===== src/rtl/hazard_unit_pkg.sv =====
`default_nettype none
// ============================================================================
// Module   : hazard_unit_pkg
// Brief    : Shared CPU definitions for hazard detection: register index
//            width, scoreboard slot layout and forward-select encodings.
// Revision : 1.0 - initial release
// ============================================================================
package hazard_unit_pkg;

    localparam int REG_IDX_W  = 5;
    localparam int FWD_SEL_RF = 0;

    typedef logic [REG_IDX_W-1:0] reg_idx_t;

    typedef struct packed {
        logic     valid;
        reg_idx_t rd;
        logic     reg_write;
        logic     is_load;
    } slot_t;

    localparam slot_t SLOT_BUBBLE = '0;

endpackage
`default_nettype wire


===== src/rtl/hazard_slot_cmp.sv =====
`default_nettype none
// ============================================================================
// Module   : hazard_slot_cmp
// Brief    : Compares one scoreboard slot against one ID source operand and
//            reports whether it is the producer and whether its data is ready.
// Revision : 1.0 - initial release
// ============================================================================
module hazard_slot_cmp
    import hazard_unit_pkg::*;
#(
    parameter int SLOT_IDX = 1,
    parameter int LOAD_LAT = 1
) (
    input  logic                 i_slot_valid,
    input  logic [REG_IDX_W-1:0] i_slot_rd,
    input  logic                 i_slot_reg_write,
    input  logic                 i_slot_is_load,
    input  logic                 i_src_use,
    input  logic [REG_IDX_W-1:0] i_src_idx,
    output logic                 o_match,
    output logic                 o_ready
);

    // Load data exists only once the load has travelled past its latency.
    localparam logic C_PAST_LOAD_LAT = (SLOT_IDX > LOAD_LAT);

    assign o_match = i_src_use && (i_src_idx != '0) && i_slot_valid &&
                     i_slot_reg_write && (i_slot_rd == i_src_idx);
    assign o_ready = !i_slot_is_load || C_PAST_LOAD_LAT;

endmodule
`default_nettype wire


===== src/rtl/hazard_unit.sv =====
`default_nettype none
// ============================================================================
// Module   : hazard_unit
// Brief    : Scoreboard-based stall / forwarding control for an in-order
//            pipeline with DEPTH in-flight slots behind ID.
// Revision : 1.0 - initial release
// ============================================================================
module hazard_unit
    import hazard_unit_pkg::*;
#(
    parameter int DEPTH    = 3,
    parameter int LOAD_LAT = 1,
    parameter int FWD_EN   = 1
) (
    input  logic                         clk,
    input  logic                         reset,
    input  logic                         id_valid,
    input  logic [REG_IDX_W-1:0]         id_rs1,
    input  logic [REG_IDX_W-1:0]         id_rs2,
    input  logic                         id_use_rs1,
    input  logic                         id_use_rs2,
    input  logic [REG_IDX_W-1:0]         id_rd,
    input  logic                         id_reg_write,
    input  logic                         id_is_load,
    input  logic                         flush,
    output logic                         stall,
    output logic [$clog2(DEPTH+1)-1:0]   fwd_sel_rs1,
    output logic [$clog2(DEPTH+1)-1:0]   fwd_sel_rs2,
    output logic [31:0]                  stall_cycles
);

    localparam int   FWD_W    = $clog2(DEPTH+1);
    localparam logic C_FWD_ON = (FWD_EN != 0);

    // Index 0 is slot 1 (EX), index DEPTH-1 is slot DEPTH (WB).
    slot_t       slot_q [DEPTH];
    slot_t       slot_d [DEPTH];
    logic [31:0] stall_cycles_q;
    logic [31:0] stall_cycles_d;

    logic [DEPTH-1:0] w_match_rs1;
    logic [DEPTH-1:0] w_ready_rs1;
    logic [DEPTH-1:0] w_match_rs2;
    logic [DEPTH-1:0] w_ready_rs2;

    logic             w_hit_rs1;
    logic             w_hit_rs2;
    logic             w_rdy_rs1;
    logic             w_rdy_rs2;
    logic [FWD_W-1:0] w_slot_rs1;
    logic [FWD_W-1:0] w_slot_rs2;
    logic             w_haz_rs1;
    logic             w_haz_rs2;
    logic             w_stall;

    generate
        for (genvar k = 0; k < DEPTH; k++) begin : g_slot
            hazard_slot_cmp #(
                .SLOT_IDX (k + 1),
                .LOAD_LAT (LOAD_LAT)
            ) u_cmp_rs1 (
                .i_slot_valid     (slot_q[k].valid),
                .i_slot_rd        (slot_q[k].rd),
                .i_slot_reg_write (slot_q[k].reg_write),
                .i_slot_is_load   (slot_q[k].is_load),
                .i_src_use        (id_use_rs1),
                .i_src_idx        (id_rs1),
                .o_match          (w_match_rs1[k]),
                .o_ready          (w_ready_rs1[k])
            );

            hazard_slot_cmp #(
                .SLOT_IDX (k + 1),
                .LOAD_LAT (LOAD_LAT)
            ) u_cmp_rs2 (
                .i_slot_valid     (slot_q[k].valid),
                .i_slot_rd        (slot_q[k].rd),
                .i_slot_reg_write (slot_q[k].reg_write),
                .i_slot_is_load   (slot_q[k].is_load),
                .i_src_use        (id_use_rs2),
                .i_src_idx        (id_rs2),
                .o_match          (w_match_rs2[k]),
                .o_ready          (w_ready_rs2[k])
            );
        end
    endgenerate

    // Priority encode: scan oldest to youngest so the youngest match wins.
    always_comb begin
        w_hit_rs1  = 1'b0;
        w_rdy_rs1  = 1'b1;
        w_slot_rs1 = FWD_W'(FWD_SEL_RF);
        w_hit_rs2  = 1'b0;
        w_rdy_rs2  = 1'b1;
        w_slot_rs2 = FWD_W'(FWD_SEL_RF);
        for (int k = DEPTH - 1; k >= 0; k--) begin
            if (w_match_rs1[k]) begin
                w_hit_rs1  = 1'b1;
                w_rdy_rs1  = w_ready_rs1[k];
                w_slot_rs1 = FWD_W'(k + 1);
            end
            if (w_match_rs2[k]) begin
                w_hit_rs2  = 1'b1;
                w_rdy_rs2  = w_ready_rs2[k];
                w_slot_rs2 = FWD_W'(k + 1);
            end
        end
    end

    // Without forwarding only the WB slot (register-file write-through) is safe.
    always_comb begin
        if (C_FWD_ON) begin
            w_haz_rs1 = w_hit_rs1 && !w_rdy_rs1;
            w_haz_rs2 = w_hit_rs2 && !w_rdy_rs2;
        end else begin
            w_haz_rs1 = w_hit_rs1 && (w_slot_rs1 < FWD_W'(DEPTH));
            w_haz_rs2 = w_hit_rs2 && (w_slot_rs2 < FWD_W'(DEPTH));
        end
        w_stall = !reset && id_valid && !flush && (w_haz_rs1 || w_haz_rs2);
    end

    always_comb begin
        slot_d[0] = SLOT_BUBBLE;
        if (id_valid && !w_stall && !flush) begin
            slot_d[0].valid     = 1'b1;
            slot_d[0].rd        = id_rd;
            slot_d[0].reg_write = id_reg_write;
            slot_d[0].is_load   = id_is_load;
        end
        for (int k = 1; k < DEPTH; k++) begin
            slot_d[k] = slot_q[k-1];
        end

        stall_cycles_d = stall_cycles_q;
        if (w_stall && (stall_cycles_q != 32'hFFFF_FFFF)) begin
            stall_cycles_d = stall_cycles_q + 32'd1;
        end
    end

    always_ff @(posedge clk or posedge reset) begin
        if (reset) begin
            for (int k = 0; k < DEPTH; k++) begin
                slot_q[k] <= SLOT_BUBBLE;
            end
            stall_cycles_q <= '0;
        end else begin
            for (int k = 0; k < DEPTH; k++) begin
                slot_q[k] <= slot_d[k];
            end
            stall_cycles_q <= stall_cycles_d;
        end
    end

    assign stall        = w_stall;
    assign fwd_sel_rs1  = (C_FWD_ON && w_hit_rs1 && !w_stall) ? w_slot_rs1 : FWD_W'(FWD_SEL_RF);
    assign fwd_sel_rs2  = (C_FWD_ON && w_hit_rs2 && !w_stall) ? w_slot_rs2 : FWD_W'(FWD_SEL_RF);
    assign stall_cycles = stall_cycles_q;

endmodule
`default_nettype wire


===== config.mk =====
export PLATFORM = sky130hd
export DESIGN_NAME = hazard_unit
export DESIGN_NICKNAME = d
export VERILOG_FILES = /design/src/rtl/hazard_unit_pkg.sv /design/src/rtl/hazard_slot_cmp.sv /design/src/rtl/hazard_unit.sv
export SDC_FILE = /design/constraint.sdc
export NUM_CORES = 1
export LEC_CHECK = 0
export CAP_MARGIN = 20
export CORE_ASPECT_RATIO = 0.5
export CORE_UTILIZATION = 40
export CTS_CLUSTER_DIAMETER = 60
export DETAILED_ROUTE_END_ITERATION = 8
export PLACE_DENSITY = 0.64
export RECOVER_POWER = 50
export SLEW_MARGIN = 5
export SYNTH_ARGS = -nofsm -noshare
export SYNTH_HDL_FRONTEND = slang
export SYNTH_SLANG_ARGS = --single-unit
export TNS_END_PERCENT = 30

===== constraint.sdc =====
create_clock -name clk -period 2.5 [get_ports clk]
set_clock_uncertainty 0.05 [all_clocks]
set_input_delay 0.375 -clock clk [delete_from_list [all_inputs] [get_ports clk]]
set_output_delay 0.375 -clock clk [all_outputs]
set_load 0.05 [all_outputs]

======== Word level (Yosys, flattened, before mapping) ========
Cells that the tools add are included.
cells by class
  $add $sub $neg .......................... 1
  equal/unequal tests ..................... 7
  muxes and demuxes ....................... 17
  reductions and logical operators ........ 39
operators with widths
  kind                   number
  $add 32x1->32 const B  1
  $ne 32x32->1 const B   1
  $eq 5x5->1             6
  $logic_and 1x1->1      30
  $mux 2                 8
  $reduce_bool 5->1      2
  $mux 1                 8
  $mux 8                 1
  $logic_not 1->1        6
  $logic_or 1x1->1       1
word-level totals
  register bits after elaboration ......... 54
  input port bits ......................... 23
  output and inout bits ................... 37
  word-level logic and storage cells ...... 75

======== Logic depth before layout (Yosys ltp) ========
  depth in word-level cells ............... 15
  gate-level depth with buffers ........... 8
  gate-level depth less buffers ........... 7

======== Modules after synthesis ========
From an unflattened synthesis, not the netlist that was laid out.
second synthesis, totals
  cells, all modules ...................... 278
  area total of the unflattened synthesis .. 2925.3 sq um
by module, submodules not included
  module                                     times used  cells an instance  area an instance (sq um)  seq. area each (sq um)
  hazard_unit                                1           208                2452.4                    1401.3
  hazard_slot_cmp (g_slot[1].u_cmp_rs1 ...)  4           12                 81.3                      0.0
  hazard_slot_cmp (g_slot[0].u_cmp_rs1 ...)  2           11                 73.8                      0.0

======== Least setup slack after synthesis ========
No wires, ideal clock.
  path kind ............................... in2out
  from .................................... in id_rs2[0]
  to ...................................... out fwd_sel_rs2[1]
  data arrival time ....................... 2730 ps
  required time ........................... 2075 ps
  slack ................................... -655 ps
  stages on the path ...................... 6
  buffers on the path ..................... 1
  path through ............................ or4_1 > o21ai_1 > or4_4 > a21oi_4 > buf_6 > nor3b_1
on the way
  word-level cells in the longest chain between the ends .. 14
  elaborated cells between the ends (all ways) .. 28
  classes of those cells .................. eq/ne: 3; mux: 8; reduce/logical: 17
RTL lines
  item                             RTL line               text
  start: declaration               hazard_unit.sv:19      input logic [REG_IDX_W-1:0] id_rs2,
  $reduce_bool 5->1                hazard_slot_cmp.sv:27  assign o_match = i_src_use && (i_src_idx != '0) && i_slot_valid &&
  $logic_and 1x1->1 (3 in series)  hazard_slot_cmp.sv:27
  $logic_and 1x1->1                hazard_slot_cmp.sv:28  i_slot_reg_write && (i_slot_rd == i_src_idx);
  $mux 1 (3 in series)             hazard_unit.sv:102     if (w_match_rs2[k]) begin
  $logic_and 1x1->1 *              hazard_unit.sv:114     w_haz_rs2 = w_hit_rs2 && !w_rdy_rs2;
  $logic_or 1x1->1 *               hazard_unit.sv:119     w_stall = !reset && id_valid && !flush && (w_haz_rs1 || w_haz_rs2);
  $logic_and 1x1->1 *              hazard_unit.sv:119
  named net stall                  hazard_unit.sv:26      output logic stall,
  $logic_not 1->1 *                hazard_unit.sv:156     assign fwd_sel_rs2 = (C_FWD_ON && w_hit_rs2 && !w_stall) ? w_slot_rs2 : FWD_W'(FWD_SEL_RF);
  $logic_and 1x1->1 *              hazard_unit.sv:156
  $mux 2 *                         hazard_unit.sv:156
  end: declaration                 hazard_unit.sv:28      output logic [$clog2(DEPTH+1)-1:0] fwd_sel_rs2,
Mark *: on every way through the listed nets, which the timed path passes. The rest lies on a longest branch.

======== Worst setup path after layout ========
  from .................................... in id_use_rs1
  to ...................................... out fwd_sel_rs1[1]
on the way
  word-level cells in the longest chain between the ends .. 13
  elaborated cells between the ends (all ways) .. 24
  classes of those cells .................. mux: 8; reduce/logical: 16
RTL lines
  item                             RTL line               text
  start: declaration               hazard_unit.sv:20      input logic id_use_rs1,
  $logic_and 1x1->1 *              hazard_slot_cmp.sv:27
  $logic_and 1x1->1 (2 in series)  hazard_slot_cmp.sv:27
  $logic_and 1x1->1                hazard_slot_cmp.sv:28
  $mux 1 (3 in series)             hazard_unit.sv:97      if (w_match_rs1[k]) begin
  $logic_and 1x1->1                hazard_unit.sv:113     w_haz_rs1 = w_hit_rs1 && !w_rdy_rs1;
  $logic_or 1x1->1                 hazard_unit.sv:119
  $logic_and 1x1->1                hazard_unit.sv:119
  $logic_not 1->1                  hazard_unit.sv:155     assign fwd_sel_rs1 = (C_FWD_ON && w_hit_rs1 && !w_stall) ? w_slot_rs1 : FWD_W'(FWD_SEL_RF);
  $logic_and 1x1->1                hazard_unit.sv:155
  $mux 2 *                         hazard_unit.sv:155
  end: declaration                 hazard_unit.sv:27      output logic [$clog2(DEPTH+1)-1:0] fwd_sel_rs1,
Every way passes the cells marked *; elsewhere a longest branch is shown, timed or not.

==> flow_metrics.env <==
export IMPL_status="finished with violations"
export IMPL_violations="setup timing"
export IMPL_grt_max_degree=29
export IMPL_maxSlewHeadroom_pct=30.3
export IMPL_syn_area_mm2=0.00266
export IMPL_synth_commonest_cells="54 x dfrtp_1, 41 x xnor2_1, 20 x nand4_1, 20 x xor2_1, 16 x nand2_1"
export IMPL_grt_usage_pct=19.5
export IMPL_antenna_found_initial=0
export IMPL_yosysUniqueCellTypes=33
export IMPL_r2r_slack_ns=0.15
export IMPL_yosysMostFrequentCell="dfrtp_1"
export IMPL_layout_setup_ws_ns=-0.0741
export IMPL_drc_errors=0
export IMPL_grt_pass1_wl_mm=10.6
export IMPL_synth_top_area_share_pct=50.8
export IMPL_final_max_slew_viol_count=0
export IMPL_critPathLaunchType="primary input"
export IMPL_htree_levels=2
export IMPL_clock_sinks=54
export IMPL_vias=2162
export IMPL_die_w_um=117
export IMPL_die_y_um=59.7
export IMPL_root_buffer="clkbuf_16"
export IMPL_boundaryPins=60
export IMPL_overflow=0
export IMPL_viasPerCell=5.03
export IMPL_leakage_uw=0.00173
export IMPL_ctsHoldBuffers=0
export IMPL_finalWeightedCongestion=0.871
export IMPL_wl_mm=6.57
export IMPL_syn_num_nets=264
export IMPL_drt_iter0_drc=63
export IMPL_ys_async_sr_fraction_pct=100
export IMPL_hold_path_class="reg -> reg"
export IMPL_routedWlPerCell_um=15.3
export IMPL_finalHoldViolCount=0
export IMPL_synth_seq_area_share_pct=50.8
export IMPL_fin_nets=366
export IMPL_std_cell_rows=20
export IMPL_setup_viol=5
export IMPL_total_power_uw=1840
export IMPL_placed_area_mm2=0.00359
export IMPL_crit_required_ns=2.08
export IMPL_clk_latency_ns=0.28
export IMPL_arrival_ns=2.15
export IMPL_clock_fmax_mhz=388
export IMPL_cp_max_fo=3
export IMPL_final_core_util_pct=63.9
export IMPL_synth_seq_cells=54
export IMPL_synth_main_ff_cell="dfrtp_1"
export IMPL_io_buffers=59
export IMPL_whs_path_depth=0
export IMPL_finalInstanceArea_mm2=0.00398
export IMPL_whs_endpoint="slot_d[7]$_DFF_PP0_"
export IMPL_min_period_over_period_pct=103
export IMPL_ys_warnings_count=0
export IMPL_dp_final_hpwl_mm=4.73
export IMPL_flow_area_growth_from_synthesis_pct=49.7
export IMPL_synth_largest_area_cell="dfrtp_1"
export IMPL_first_pass_iters=6
export IMPL_rsz0062_at_grt="yes"
export IMPL_clk_pin_slew_ns=0.07
export IMPL_rr_startpoint="slot_d[12]$_DFF_PP0_"
export IMPL_reg2reg_depth=8
export IMPL_drive_gt1_share_pct=24.6
export IMPL_end_kind="output port"
export IMPL_worstHoldStart="slot_d[15]$_DFF_PP0_"
export IMPL_rr_endpoint="stall_cycles[19]$_DFFE_PP0P_"
export IMPL_worstMarginPinSlew_ns=1.04
export IMPL_worstSetupPathType="in -> out"
export IMPL_cts_path_max_buffers=2
export IMPL_grt_pass1_vias=2159
export IMPL_numCtsBuffers=5
export IMPL_postSynthCellCount=240
export IMPL_power_density_mw_per_mm2=462
export IMPL_min_period_ns=2.57
export IMPL_ir_drop_v=0.000341
export IMPL_maxCapViolations=0
export IMPL_antenna_cells=0
export IMPL_avgSynthCellArea_um2=11.1
export IMPL_dieArea_mm2=0.00700
export IMPL_synth_edf_count=0
export IMPL_core_area_mm2=0.00623
export IMPL_cts_tree="done"
export IMPL_ant_nets=0
export IMPL_yosys_top_cells_area="dfrtp_1 51%, xnor2_1 13%, xor2_1 6.6%, nand4_1 4.7%, nand2_1 2.3%"
export IMPL_tns_ns=-0.239
export IMPL_start_util_pct=42.7
-- where the power goes --
part	internal, uW	total, uW	switching, uW
clock network	494	787	293
registers	888	902	14.5
logic	81.8	151	69.3
-- what timing repair did --
action	in CTS	in global routing
pin swaps	12	9
endpoints found under the hold margin	0	0
gates cloned	0	0
buffers inserted	7	5
setup endpoints to repair	18	6
gates resized for setup	26	20
-- routing by layer --
metal | global-route usage (%) | wire length, um | up-vias
met5 | 0 | 0 | -
met3 | 3.91 | 244 | 2
met2 | 35.3 | 3330 | 43
li1 | - | - | 1043
met4 | 3.34 | 24 | 0
met1 | 24.9 | 2970 | 1074
-- per-stage QoR --
stage,cells,hold slack [ns],setup slack (ns)
CTS,425,0.327,-0.0836
global route,430,0.353,-0.142
global placement,411,0.309,-0.321
finish,430,0.328,-0.0741
detailed placement,411,0.312,-0.365
floorplan,240,0.304,-0.166
-- sequential cells by signal (all words and copies together) (netlist names) --
register      cells
stall_cycles     32
slot_d           15
slot_q            7
-- placed cells by master, fill, tap and decap left out, types with 3 or more instances in the layout --
| master | count |
|---|---|
| dfrtp_1 | 52 |
| clkdlybuf4s50_1 | 42 |
| xnor2_1 | 36 |
| buf_4 | 34 |
| nand4_1 | 20 |
| xor2_1 | 20 |
| nand2_1 | 16 |
| nor2_1 | 13 |
| nand3_1 | 10 |
| and2_1 | 8 |
| or4_4 | 7 |
| nor3_1 | 7 |
| inv_1 | 6 |
| xnor2_2 | 5 |
| clkbuf_16 | 5 |
| dlygate4sd2_1 | 5 |
| buf_12 | 5 |
| and4_1 | 4 |
| and3_1 | 3 |
| nor4_1 | 3 |
| clkdlybuf4s15_1 | 3 |
| clkbuf_2 | 3 |
| buf_6 | 3 |
-- worst max path at each step --
stage / endpoint / startpoint
6_report: fwd_sel_rs1[1] / id_use_rs1
5_1_grt: fwd_sel_rs1[1] / slot_d[12]$_DFF_PP0_
4_1_cts: fwd_sel_rs2[1] / id_rs1[0]
3_5_place_dp: fwd_sel_rs2[1] / id_rs1[3]
3_3_place_gp: stall / id_rs2[1]
2_1_floorplan: fwd_sel_rs1[0] / id_rs2[0]
-- kinds of logic after synthesis --
group           Yosys count  synth area share, %
flops                    54                 50.8
simple gates            105                 23.2
mux                       1                0.423
compound gates           10                 3.34
buf+inv                   8                 1.69
fa+ha+maj                 1                0.470
xor+xnor                 61                 20.1
-- area by class of cell --
type,instances,area [um2]
clock buffers,6,139
inverters,6,22.5
well taps,88,110
repair buffers,97,918
multi-input cells,178,1410
flip-flops and latches,54,1350
clock inverters,1,30.0
fillers,484,2250
-- critical path, cell delays in order --
cell and delay [ns]:
clkdlybuf4s50_1 0.51, o21ai_4 0.08, buf_4 0.14, or4_4 0.53
nor2b_4 0.15, nor3_4 0.19, buf_12 0.17
Power figures use the tool's default switching activity.
